**src/rtl/result_averager_pkg.sv**
```systemverilog
// Definitions shared between the dual-slope measurement FSM and the result averager.
package result_averager_pkg;

   localparam logic [1:0] AFE_IDLE        = 2'b00;
   localparam logic [1:0] AFE_AUTO_ZERO   = 2'b01;
   localparam logic [1:0] AFE_INTEGRATE   = 2'b10;
   localparam logic [1:0] AFE_DEINTEGRATE = 2'b11;

   localparam int unsigned DEFAULT_COUNT_W = 16;

endpackage

```
**src/rtl/sample_accumulator.sv**
```systemverilog
// Batch accumulator: sums 2^AVG_LOG2 signed samples taken on one range and strobes the
// floored average when the batch completes.
module sample_accumulator #(
   parameter int unsigned COUNT_W  = 16,
   parameter int unsigned AVG_LOG2 = 2
) (
   input  logic                      clk_i,
   input  logic                      rst_n_i,
   input  logic                      clear_i,
   input  logic                      valid_i,
   input  logic signed [COUNT_W:0]   sample_i,
   input  logic [2:0]                range_i,
   output logic                      done_o,
   output logic signed [COUNT_W:0]   avg_o,
   output logic [2:0]                avg_range_o
);

   localparam int unsigned AW = COUNT_W + 1 + AVG_LOG2;
   localparam int unsigned NW = (AVG_LOG2 > 0) ? AVG_LOG2 : 1;
   localparam int unsigned CW = AVG_LOG2 + 1;

   logic signed [AW-1:0] acc_q, acc_d;
   logic [NW-1:0]        n_q, n_d;
   logic [2:0]           rng_q, rng_d;

   logic                 restart;
   logic signed [AW-1:0] base;
   logic signed [AW-1:0] sum;
   logic signed [AW-1:0] shifted;
   logic [CW-1:0]        cnt;

   always_comb begin
      // An empty batch or a range change starts a fresh batch with this sample.
      restart = (n_q == '0) || (range_i != rng_q);
      base    = restart ? '0 : acc_q;
      sum     = base + AW'(sample_i);
      cnt     = restart ? CW'(1) : CW'(n_q) + CW'(1);
      shifted = sum >>> AVG_LOG2;

      done_o      = valid_i && !clear_i && cnt[AVG_LOG2];
      avg_o       = shifted[COUNT_W:0];
      avg_range_o = range_i;

      acc_d = acc_q;
      n_d   = n_q;
      rng_d = rng_q;
      if (clear_i) begin
         acc_d = '0;
         n_d   = '0;
      end else if (valid_i) begin
         rng_d = range_i;
         if (cnt[AVG_LOG2]) begin
            acc_d = '0;
            n_d   = '0;
         end else begin
            acc_d = sum;
            n_d   = NW'(cnt);
         end
      end
   end

   always_ff @(posedge clk_i or negedge rst_n_i) begin
      if (!rst_n_i) begin
         acc_q <= '0;
         n_q   <= '0;
         rng_q <= '0;
      end else begin
         acc_q <= acc_d;
         n_q   <= n_d;
         rng_q <= rng_d;
      end
   end

endmodule

```
**src/rtl/result_averager.sv**
```systemverilog
// Averages signed dual-slope conversion results and hands them to the host over valid/ready.
module result_averager
   import result_averager_pkg::*;
#(
   parameter int unsigned COUNT_W  = DEFAULT_COUNT_W,
   parameter int unsigned AVG_LOG2 = 2
) (
   input  logic                 clk_i,
   input  logic                 rst_n_i,
   input  logic [1:0]           afe_sel_i,
   input  logic                 ref_sign_i,
   input  logic [2:0]           range_sel_i,
   input  logic                 range_error_i,
   input  logic                 done_i,
   input  logic [COUNT_W-1:0]   count_i,
   input  logic                 clear_i,
   output logic [COUNT_W:0]     result_o,
   output logic [2:0]           result_range_o,
   output logic                 result_valid_o,
   input  logic                 result_ready_i,
   output logic                 overrun_o,
   output logic                 error_o
);

   logic                   sign_q;
   logic signed [COUNT_W:0] mag;
   logic signed [COUNT_W:0] sample;
   logic                   discard;
   logic                   sample_valid;

   logic                   acc_done;
   logic signed [COUNT_W:0] acc_avg;
   logic [2:0]             acc_range;

   logic [COUNT_W:0] result_q, result_d;
   logic [2:0]       range_q, range_d;
   logic             valid_q, valid_d;
   logic             overrun_q, overrun_d;
   logic             error_q, error_d;
   logic             accept;

   always_ff @(posedge clk_i or negedge rst_n_i) begin
      if (!rst_n_i) begin
         sign_q <= 1'b0;
      end else if (afe_sel_i == AFE_INTEGRATE) begin
         sign_q <= ref_sign_i;
      end
   end

   always_comb begin
      mag          = {1'b0, count_i};
      sample       = sign_q ? -mag : mag;
      // An all-ones count means the deintegrate phase timed out.
      discard      = done_i && !clear_i && (range_error_i || (&count_i));
      sample_valid = done_i && !clear_i && !discard;
   end

   sample_accumulator #(
      .COUNT_W  (COUNT_W),
      .AVG_LOG2 (AVG_LOG2)
   ) u_sample_accumulator (
      .clk_i       (clk_i),
      .rst_n_i     (rst_n_i),
      .clear_i     (clear_i || discard),
      .valid_i     (sample_valid),
      .sample_i    (sample),
      .range_i     (range_sel_i),
      .done_o      (acc_done),
      .avg_o       (acc_avg),
      .avg_range_o (acc_range)
   );

   always_comb begin
      accept    = valid_q && result_ready_i;
      result_d  = result_q;
      range_d   = range_q;
      valid_d   = valid_q;
      overrun_d = overrun_q;
      error_d   = discard;
      if (clear_i) begin
         valid_d   = 1'b0;
         overrun_d = 1'b0;
      end else begin
         if (accept) begin
            valid_d   = 1'b0;
            overrun_d = 1'b0;
         end
         if (acc_done) begin
            result_d = acc_avg;
            range_d  = acc_range;
            valid_d  = 1'b1;
            if (valid_q && !result_ready_i) begin
               overrun_d = 1'b1;
            end
         end
      end
   end

   always_ff @(posedge clk_i or negedge rst_n_i) begin
      if (!rst_n_i) begin
         result_q  <= '0;
         range_q   <= '0;
         valid_q   <= 1'b0;
         overrun_q <= 1'b0;
         error_q   <= 1'b0;
      end else begin
         result_q  <= result_d;
         range_q   <= range_d;
         valid_q   <= valid_d;
         overrun_q <= overrun_d;
         error_q   <= error_d;
      end
   end

   assign result_o       = result_q;
   assign result_range_o = range_q;
   assign result_valid_o = valid_q;
   assign overrun_o      = overrun_q;
   assign error_o        = error_q;

endmodule

```
**config.mk**
```make
export PLATFORM = sky130hd
export DESIGN_NAME = result_averager
export DESIGN_NICKNAME = d
export VERILOG_FILES = /design/src/rtl/result_averager_pkg.sv /design/src/rtl/sample_accumulator.sv /design/src/rtl/result_averager.sv
export SDC_FILE = /design/constraint.sdc
export NUM_CORES = 1
export LEC_CHECK = 0
export CAP_MARGIN = 20
export CORE_UTILIZATION = 35
export CTS_BUF_LIST = sky130_fd_sc_hd__clkbuf_16
export CTS_CLUSTER_DIAMETER = 50
export DETAILED_ROUTE_END_ITERATION = 12
export GPL_TIMING_DRIVEN = 0
export PLACE_DENSITY_LB_ADDON = 0.1
export SKIP_LAST_GASP = 1
export SYNTH_ARGS = -nofsm -noshare
export SYNTH_HDL_FRONTEND = slang
export SYNTH_SLANG_ARGS = --single-unit
```
**constraint.sdc**
```tcl
create_clock -name clk_i -period 4.25 [get_ports clk_i]
set_clock_uncertainty 0.1 [all_clocks]
set_input_delay 0.6375 -clock clk_i [delete_from_list [all_inputs] [get_ports clk_i]]
set_output_delay 0.6375 -clock clk_i [all_outputs]
set_load 0.05 [all_outputs]
```
==> qor.csv, run 1 <==
metric;value;unit
start_kind;input port;
post-synth-top-area-cell;dfrtp_1;
setup_viol;0;
syn_area;3250;µm²
ctsRootBufferMaster;clkbuf_16;
n_antenna_cell;0;
grt_use_met1;0.251;
grt_start_max_net_pins;29;
ys.flop_type;dfrtp_1;
hold_viol;0;
r2r_cells;12;
layout_min_cycle_time;4110;ps
sequentialPowerShare;0.412;
antenna_found_initial;0;
drv_slew;0;
yosys_warnings;0;
totalWireLength;7980;µm
route.vias.total;2648;
grt_pass1_wl;13300;µm
vdd_drop_max;0.000170;V
whs;220;ps
die_x;98.4;µm
violations;DRC;
seq_area_frac_synth;0.369;
multi_input_area;2070;µm²
syn_area_per_cell;9.69;µm²
cap_violations;0;
slowest_delay;560;ps
pwr-share-clk;0.325;
path_buf_inv;1;
dieHeight;98.4;µm
clk_latency;290;ps
finalNetCount;445;
p_sw;0.000363;W
clock_path_buffers;2;
busiest_layer;met2;
grt_pass1_vias;2607;
post_dp_cell_area;3910;µm²
cts_sinks;48;
cts_tree;yes;
routed_via_density;5.27;
final_common_cell;dfrtp_1;
drcViolationCount;1;
worstPathArrival;4180;ps
crit_path_cell_trace;clkdlybuf4s50_1 > or4_4 > or4_4 > o21ai_2 > xnor2_2 > ha_4 > a21o_1 > a21o_1 > a211o_1 > o32ai_4 > xnor2_2 > xnor2_1 > o21ai_1;
place_congestion;0.813;
fmax;243;MHz
htreeDepth;2;
p_int;0.000819;W
synthArstFlopShare;1.00;
post-route-period-util;0.967;
outcome;finished with violations;
p_leak;1.96;nW
first_pass_iters;8;
power.density;284;nW/µm²
cpMaxStageDelayCell;or4_4;
dpl.hpwl;5980;µm
ys_ff_latch;48;
rsz0062_at_grt;true;
grt-ovfl-total;0;
synth_edf_count;0;
grt_use_met2;0.277;
placed_cells;495;
mostFrequentLayoutCells;48 x dfrtp_1, 44 x clkdlybuf4s50_1, 30 x nand2_1;
row_count;34;
ant_nets;0;
rr_startpoint;sign_q$_DFFE_PN0N_;
yosys-top-cells-area;dfrtp_1 37%, ha_1 8.5%, mux2_2 6.6%, xnor2_1 6.2%, a22o_1 4.8%;
drive_above_1_share;0.132;
start_util;0.368;
portBuffers;50;
drt_iter0_markers;148;
max_slew.worst_pin.slew;995;ps
path_clk_slew;70;ps
coreArea;8850;µm²
syn_inst;336;
fin_cells;502;
switching_share;0.307;
cts_buffers;5;
cts_hold_buffers;0;
cp_top_family;compound AO/OA/AOI/OAI gates;
worstPathRequired;4320;ps
path_max_fanout;10;
power_frac_comb;0.262;
endpoint_kind;flip-flop;
fillers;867;
syn2layout_area_growth;28.0;%
yosysTopAreaCellShare;0.369;
path_class;input port to flip-flop;
ios;51;
grt_usage;0.176;
fin_area;4170;µm²
r2r-end;result_o[14]$_DFFE_PN0P_;
setup_tns;0;ps
regArea;1200;µm²
hold_path_class;input port to async pin;
wl_per_cell;15.9;µm
die_area;9690;µm²
ys_types;49;
maxSlewHeadroom;0.332;
r2r_slack;480;ps
synth_fp_nets;387;
use_met3;0.0262;
==> metrics by stage <==
step	power (W)	setup slack, ps	util
after global routing	0.00125	-16.1	0.471
final	0.00118	140	0.471
after floorplan	0.000683	218	-
after global placement	0.000778	-683	0.440
after CTS	0.00118	-7.53	0.460
after detailed placement	0.000782	-682	0.441
==> power groups by stage <==
stage                     clock (W)  combinational [W]  sequential (W)
after CTS                  0.000402           0.000297        0.000485
after floorplan                   0           0.000190        0.000493
final                      0.000384           0.000310        0.000488
after detailed placement          0           0.000288        0.000494
after global placement            0           0.000285        0.000493
after global routing       0.000418           0.000341        0.000490
==> what timing repair did <==
item / CTS / global route
pin swaps: 2 / 5
buffers inserted: 1 / 1
gates resized for setup: 9 / 18
cloned: 0 / 0
hold endpoints to repair: 0 / 0
setup endpoints to repair: 11 / 12
==> worst max-delay path by stage <==
stage / from / to / slack, ps / depth (start not counted)
after CTS: count_i[8] / result_o[16]$_DFFE_PN0P_ / -8 / 13
after detailed placement: count_i[2] / result_o[16]$_DFFE_PN0P_ / -680 / 16
after global placement: range_sel_i[2] / result_o[14]$_DFFE_PN0P_ / -680 / 13
final: count_i[9] / result_o[16]$_DFFE_PN0P_ / 140 / 13
after floorplan: count_i[4] / result_o[16]$_DFFE_PN0P_ / 220 / 15
after global routing: count_i[9] / result_o[16]$_DFFE_PN0P_ / -20 / 13
==> metal layers <==
| layer | vias to the layer above | share of wire |
|---|---|---|
| met1 | 1270 | 0.51 |
| li1 | 1329 | - |
| met4 | 0 | 0.011 |
| met2 | 42 | 0.45 |
| met3 | 7 | 0.030 |
| met5 | - | 0 |
==> area by class of cell <==
class | count | area share
Buffer | 14 | 0.0144
Clock buffer | 5 | 0.0300
Clock inverter | 2 | 0.00210
Inverter | 8 | 0.00721
Multi-Input combinational cell | 264 | 0.497
Sequential cell | 48 | 0.288
Tap cell | 108 | 0.0324
Timing Repair Buffer | 53 | 0.129
==> cell usage after synthesis, types with 3 or more instances <==
library cell / instances
dfrtp_1: 48
nand2_1: 30
xnor2_1: 23
ha_1: 22
and2_1: 19
mux2_2: 19
a22o_1: 18
nor2_1: 15
o21ai_0: 15
a21oi_1: 12
clkbuf_1: 12
nand3_1: 10
xor2_1: 9
a21o_1: 8
inv_1: 8
nand4_1: 8
o31ai_1: 5
or3_1: 5
buf_2: 4
nor2b_1: 4
and3_1: 3
o21a_1: 3
==> worst reg2reg max path, cell delays in order, from the launching register on <==
cell	delay [ps]
dfrtp_1	320
clkbuf_1	360
clkbuf_1	410
nand2_1	130
xnor2_1	280
ha_1	340
a21o_1	230
a221oi_4	370
o31ai_2	160
or3_1	400
a21oi_1	190
xnor2_1	100
mux2_2	260
==> flip-flops by register name (all words and copies together) (netlist names) <==
signal                      flops
error_o                         1
overrun_o                       1
result_o                       17
result_range_o                  3
result_valid_o                  1
sign_q                          1
u_sample_accumulator.acc_q     19
u_sample_accumulator.n_q        2
u_sample_accumulator.rng_q      3
==> cells by family after synthesis <==
family	Yosys count	share of synthesized area
buffers and inverters	24	0.0292
AO/OA/AOI/OAI	81	0.176
XOR/XNOR	33	0.0911
adder cells (fa/ha/maj)	23	0.0907
flip-flops	48	0.369
AND/OR/NAND/NOR	108	0.178
multiplexers	19	0.0657
Note: power is estimated with default switching activity, not from simulation.
==> inputs of run 2 (changes only) <==
- CTS_CLUSTER_SIZE: not set -> 20
==> results of run 2 <==
The final DEF is identical to that of run 1; final timing and power are the same.
